File: config.mk
export PLATFORM = sky130hd
export DESIGN_NAME = load_store_unit
export DESIGN_NICKNAME = d
export VERILOG_FILES = /design/src/rtl/lsu_pkg.sv /design/src/rtl/lsu_byte_lane.sv /design/src/rtl/load_store_unit.sv
export SDC_FILE = /design/constraint.sdc
export NUM_CORES = 1
export LEC_CHECK = 0
export CORE_AREA = 2 2 95 97
export CTS_CLUSTER_SIZE = 10
export DETAILED_ROUTE_END_ITERATION = 6
export DIE_AREA = 0 0 97 99
export DONT_BUFFER_PORTS = 1
export PLACE_DENSITY = 0.8
export REMOVE_ABC_BUFFERS = 1
export SYNTH_ARGS = -nofsm -noshare
export SYNTH_HDL_FRONTEND = slang
export SYNTH_SLANG_ARGS = --single-unit
File: constraint.sdc
create_clock -name clk -period 6.3 [get_ports clk]
set_input_delay 0.945 -clock clk [delete_from_list [all_inputs] [get_ports clk]]
set_output_delay 0.945 -clock clk [all_outputs]
set_load 0.1 [all_outputs]
File: src/rtl/lsu_pkg.sv
// Shared definitions for the MEM-stage load/store unit: funct3 codes, FSM encoding
// and the alignment rule applied to every request.
package lsu_pkg;

   localparam logic [2:0] FUNCT3_B  = 3'b000;
   localparam logic [2:0] FUNCT3_H  = 3'b001;
   localparam logic [2:0] FUNCT3_W  = 3'b010;
   localparam logic [2:0] FUNCT3_BU = 3'b100;
   localparam logic [2:0] FUNCT3_HU = 3'b101;

   typedef enum logic {
      IDLE   = 1'b0,
      RMW_WR = 1'b1
   } lsu_state_e;

   // Reserved funct3 codes are reported exactly like misaligned accesses.
   function automatic logic is_misaligned(input logic [2:0] funct3, input logic [1:0] offset);
      case (funct3)
         FUNCT3_B, FUNCT3_BU: return 1'b0;
         FUNCT3_H, FUNCT3_HU: return offset[0];
         FUNCT3_W:            return (offset != 2'b00);
         default:             return 1'b1;
      endcase
   endfunction

endpackage

File: src/rtl/lsu_byte_lane.sv
// Combinational lane logic: load extraction/extension and sub-word store merging
// into the word most recently read from memory.
module lsu_byte_lane
   import lsu_pkg::*;
(
   input  logic [31:0] word_i,
   input  logic [1:0]  offset_i,
   input  logic [2:0]  funct3_i,
   input  logic [15:0] data_i,
   output logic [31:0] load_data_o,
   output logic [31:0] merge_word_o
);

   logic [7:0]  byte_sel;
   logic [15:0] half_sel;

   always_comb begin
      byte_sel    = word_i[{offset_i, 3'b000} +: 8];
      half_sel    = offset_i[1] ? word_i[31:16] : word_i[15:0];
      load_data_o = 32'd0;
      case (funct3_i)
         FUNCT3_B:  load_data_o = {{24{byte_sel[7]}}, byte_sel};
         FUNCT3_H:  load_data_o = {{16{half_sel[15]}}, half_sel};
         FUNCT3_W:  load_data_o = word_i;
         FUNCT3_BU: load_data_o = {24'd0, byte_sel};
         FUNCT3_HU: load_data_o = {16'd0, half_sel};
         default:   load_data_o = 32'd0;
      endcase
   end

   // Each byte lane takes store data when the access covers it, otherwise keeps the old byte.
   genvar gi;
   generate
      for (gi = 0; gi < 4; gi++) begin : g_lane
         logic hit;
         assign hit = ((funct3_i[1:0] == 2'b00) && (offset_i == 2'(gi))) ||
                      ((funct3_i[1:0] == 2'b01) && (offset_i[1] == (gi >= 2)));
         assign merge_word_o[8*gi +: 8] = hit ? (funct3_i[0] ? data_i[8*(gi%2) +: 8] : data_i[7:0])
                                              : word_i[8*gi +: 8];
      end
   endgenerate

endmodule

File: src/rtl/load_store_unit.sv
// MEM-stage load/store unit: zero-latency loads, single-cycle SW, two-cycle
// read-modify-write for SB/SH, and misaligned-access blocking/reporting.
module load_store_unit
   import lsu_pkg::*;
#(
   parameter int DATA_WIDTH = 32,
   parameter int ADDR_LSB   = 2
) (
   input  logic                  clk,
   input  logic                  reset,
   input  logic                  Req_Valid_i,
   input  logic                  Is_Store_i,
   input  logic [2:0]            Funct3_i,
   input  logic [DATA_WIDTH-1:0] Address_i,
   input  logic [DATA_WIDTH-1:0] Store_Data_i,
   input  logic [DATA_WIDTH-1:0] Mem_Read_Data_i,
   output logic                  Mem_Read_o,
   output logic                  Mem_Write_o,
   output logic [DATA_WIDTH-1:0] Mem_Address_o,
   output logic [DATA_WIDTH-1:0] Mem_Write_Data_o,
   output logic [DATA_WIDTH-1:0] Load_Data_o,
   output logic                  Stall_o,
   output logic                  Misaligned_o,
   output logic [DATA_WIDTH-1:0] Fault_Addr_o
);

   lsu_state_e            state_q, state_d;
   logic [DATA_WIDTH-1:0] merge_q, merge_d;
   logic [DATA_WIDTH-1:0] addr_q, addr_d;
   logic [DATA_WIDTH-1:0] fault_addr_q, fault_addr_d;

   logic [ADDR_LSB-1:0]   offset;
   logic [DATA_WIDTH-1:0] word_addr;
   logic [DATA_WIDTH-1:0] lane_load;
   logic [DATA_WIDTH-1:0] lane_merge;
   logic                  req_idle, misaligned, access;
   logic                  sub_store, word_store, load;

   assign offset     = Address_i[ADDR_LSB-1:0];
   assign word_addr  = {Address_i[DATA_WIDTH-1:ADDR_LSB], {ADDR_LSB{1'b0}}};
   assign req_idle   = Req_Valid_i && (state_q == IDLE);
   assign misaligned = req_idle && is_misaligned(Funct3_i, offset);
   assign access     = req_idle && !misaligned;
   // Once reserved codes are filtered out, funct3[1] alone separates W from B/H/BU/HU.
   assign sub_store  = access && Is_Store_i && !Funct3_i[1];
   assign word_store = access && Is_Store_i && Funct3_i[1];
   assign load       = access && !Is_Store_i;

   lsu_byte_lane u_byte_lane (
      .word_i       (Mem_Read_Data_i),
      .offset_i     (offset),
      .funct3_i     (Funct3_i),
      .data_i       (Store_Data_i[15:0]),
      .load_data_o  (lane_load),
      .merge_word_o (lane_merge)
   );

   always_ff @(posedge clk or negedge reset) begin
      if (!reset) state_q <= IDLE;
      else        state_q <= state_d;
   end

   always_comb begin
      state_d = state_q;
      case (state_q)
         IDLE:    if (sub_store) state_d = RMW_WR;
         RMW_WR:  state_d = IDLE;
         default: state_d = IDLE;
      endcase
   end

   always_comb begin
      merge_d      = sub_store ? lane_merge : merge_q;
      addr_d       = sub_store ? word_addr : addr_q;
      fault_addr_d = misaligned ? Address_i : fault_addr_q;
   end

   always_ff @(posedge clk or negedge reset) begin
      if (!reset) begin
         merge_q      <= '0;
         addr_q       <= '0;
         fault_addr_q <= '0;
      end else begin
         merge_q      <= merge_d;
         addr_q       <= addr_d;
         fault_addr_q <= fault_addr_d;
      end
   end

   // Outputs are gated by reset so an abandoned RMW write drops the instant reset asserts.
   always_comb begin
      Mem_Read_o       = 1'b0;
      Mem_Write_o      = 1'b0;
      Mem_Address_o    = '0;
      Mem_Write_Data_o = '0;
      Load_Data_o      = '0;
      Stall_o          = 1'b0;
      Misaligned_o     = 1'b0;
      if (reset) begin
         case (state_q)
            IDLE: begin
               Mem_Read_o       = load || sub_store;
               Mem_Write_o      = word_store;
               Mem_Address_o    = access ? word_addr : '0;
               Mem_Write_Data_o = word_store ? Store_Data_i : '0;
               Load_Data_o      = load ? lane_load : '0;
               Stall_o          = sub_store;
               Misaligned_o     = misaligned;
            end
            RMW_WR: begin
               Mem_Write_o      = 1'b1;
               Mem_Address_o    = addr_q;
               Mem_Write_Data_o = merge_q;
            end
            default: ;
         endcase
      end
   end

   assign Fault_Addr_o = fault_addr_q;

endmodule

==> flow_summary.toml <==
[finish]
nets = 664
drive_gt1_share_pct = 26.0
finalCoreUtilization_pct = 69.4
num_antenna_cells = 0
design_area_sq_um = 5940
finalNonFillerCells = 673
syn_to_final_growth_pct = 8.78

[global_route]
antenna_found_initial = 0
grt_pass1_vias = 4390
grt_usage_pct = 30.5
grt_overflow = 0
grt_max_degree = 100
grt_pass1_wl_um = 23300

[critical_path]
r2r-start = "state_q$_DFF_PN0_"
cp.arrival_ps = 3710
critPathCaptureType = "primary output"
max_stage_delay_ps = 1030
path_cells = "a21oi_1, o2111ai_4, or2_1, a21oi_2"
setup.worst_path.start = "Address_i[0]"
critPathTopFamily = "compound AO/OA/AOI/OAI gates"
cp_data_required_time_ps = 5350
worstSetupPathType = "primary input to primary output"
start_kind = "primary input"
critical_path.n_buffers_inverters = 0
cp_max_fo = 18
worst_path_max_delay_cell = "a21oi_2"

[power_and_ir_drop]
p_int_mw = 1.10
vdd_drop_max_mv = 0.279
pwr-share-comb_pct = 17.8
swShare_pct = 41.9
p_leak_nw = 2.50
power.total_mw = 1.90
p_seq_share_pct = 56.7
p_switching_uw = 795
power_density_nw_per_um2 = 320
clkPwrFrac_pct = 25.5

[floorplanning]
die_y_um = 99
num_rows = 34
io_pins = 235
chipWidth_um = 97
dieArea_sq_um = 9600
start_util_pct = 63.8
core_area_sq_um = 8550

[logic_synthesis]
synthTopCellsByCount = "nand2_1 (149), dfrtp_1 (95), mux2i_1 (65), mux2_2 (43), nor2_1 (37)"
syn_avg_cell_area_sq_um = 9.28
synthCells = 588
yosysSeqAreaShare_pct = 43.5
synth_edf_count = 0
synth_seq_cells = 95
synth_area_leaders = "dfrtp_1 (44%), mux2i_1 (12%), nand2_1 (10%)"
ys_async_sr_fraction_pct = 100
yosys_warnings = 0
synth_top_area_share_pct = 43.5
yosysMostFrequentCell = "nand2_1"
synth_area_leader_cell = "dfrtp_1"
synthFlopType = "dfrtp_1"
syn-cell-area_sq_um = 5460
yosysUniqueCellTypes = 37

[placement]
placed_cells = 658
gp_congestion = 0.942
place_area_sq_um = 5700
io_buffer_count = 0
post-dp-hpwl_um = 10500

[drt]
drt_pass1_iterations = 5
vias = 4311
via_per_inst = 6.41
ant_nets = 0
dr_wl_met3_um = 1610
wl_per_cell_um = 22.2
drc_errors = 0
wl_met1_um = 5640
wl_met2_um = 7410
highest_layer = "met4"
wl_um = 15000
drtIter0Drc = 184

[cts]
cts_hold_buf = 0
clk_pin_slew_ps = 100
cts_buffers = 9
post_cts_buffers = 0
clockRootBuffer = "clkbuf_8"
clock_latency_ps = 340
cts_max_path_buffers = 2
clock_sinks = 95
cts_tree = "yes"
htreeDepth = 3
post_cts_resized = 0

[timing]
slew_viol_final = 0
slew_headroom_pct = 16.5
hold_violations = 0
setup_viol = 0
clock_skew_ps = 11.6
worst_pin_slew_ps = 1250
rsz0062_at_grt = "no"
period_share_pct = 73.8
finalCriticalPeriod_ps = 4650
max_clock_freq_ghz = 0.215

[run]
drv_cap = 0

[hold_path]
min_path_type = "primary input to async pin"

[run_status]
outcome = "complete, no violations"
-- worst paths after layout --
path | end | slack, ps | cells after the start
hold reg to reg | addr_q[7]$_DFFE_PN0P_ | 490 | 2
hold / removal | Fault_Addr_o[9]$_DFFE_PN0N_ | 290 | 0
min in group clk | addr_q[7]$_DFFE_PN0P_ | 490 | 2
setup reg to reg | addr_q[29]$_DFFE_PN0P_ | 2910 | 6
max in group asynchronous | merge_q[24]$_DFFE_PN0P_ | 5890 | 0
setup / recovery | Load_Data_o[29] | 1650 | 4
-- metrics by stage --
stage | worst slack, ps | hold slack, ps | TNS, ps
floorplan | -1040 | 446 | -1240
global placement | 1720 | 459 | 0
detailed placement | 1660 | 466 | 0
CTS | 1660 | 263 | 0
global route | 1490 | 249 | 0
finish | 1650 | 285 | 0
-- layer usage --
metal  GRT usage, %  vias to the layer above
met5              0                        -
met4           8.88                        0
met3           9.29                       24
met2           51.0                      236
met1           38.6                     2087
li1               -                     1964
-- flip-flops by register name (all words and copies together) (netlist names) --
register and count:
state_q 1, Fault_Addr_o 32, merge_q 32, addr_q 30
-- cells in the final DEF, fill, tap and decap left out, types with 3 or more instances in the layout --
cell type / netlist / layout
nor2_2: 1 / 35
nor2b_1: 4 / 4
mux2_2: 43 / 43
a22oi_1: 15 / 15
nand2_1: 149 / 149
dfrtp_1: 95 / 94
a22o_1: 30 / 30
or2_2: 3 / 3
nor2_1: 37 / 3
a21oi_2: 0 / 32
buf_4: 2 / 8
mux2_1: 5 / 5
o21ai_0: 34 / 33
bufinv_16: 0 / 3
mux2i_1: 65 / 65
inv_1: 4 / 4
nand2b_1: 3 / 3
clkbuf_8: 0 / 9
-- power groups by stage --
stage / logic [mW] / registers (mW) / clock network (mW)
finish: 0.337 / 1.08 / 0.484
CTS: 0.337 / 1.08 / 0.495
floorplan: 0.284 / 1.06 / 0
global placement: 0.324 / 1.08 / 0
detailed placement: 0.337 / 1.09 / 0
global route: 0.364 / 1.09 / 0.514
-- layout make-up --
cell class	instances	area, sq um
multi-input combinational	442	3080
fill	648	2610
sequential	95	2380
tap	108	135
clock buffer	9	124
clock inverter	6	115
timing repair buffer	9	87.6
inverter	4	15.0
-- kinds of logic (layout without fill, tap and decap cells) --
| kind of cell | after synthesis | in the layout | share of synthesized area (%) |
|---|---|---|---|
| AOI/OAI and AO/OA | 117 | 117 | 14.1 |
| muxes | 114 | 114 | 22.2 |
| buffers and inverters | 52 | 28 | 4.29 |
| other | 1 | 2 | 0.0687 |
| DFF | 95 | 95 | 43.5 |
| and+or+nand+nor | 209 | 209 | 15.8 |
Note: power is estimated with default switching activity, not from simulation.
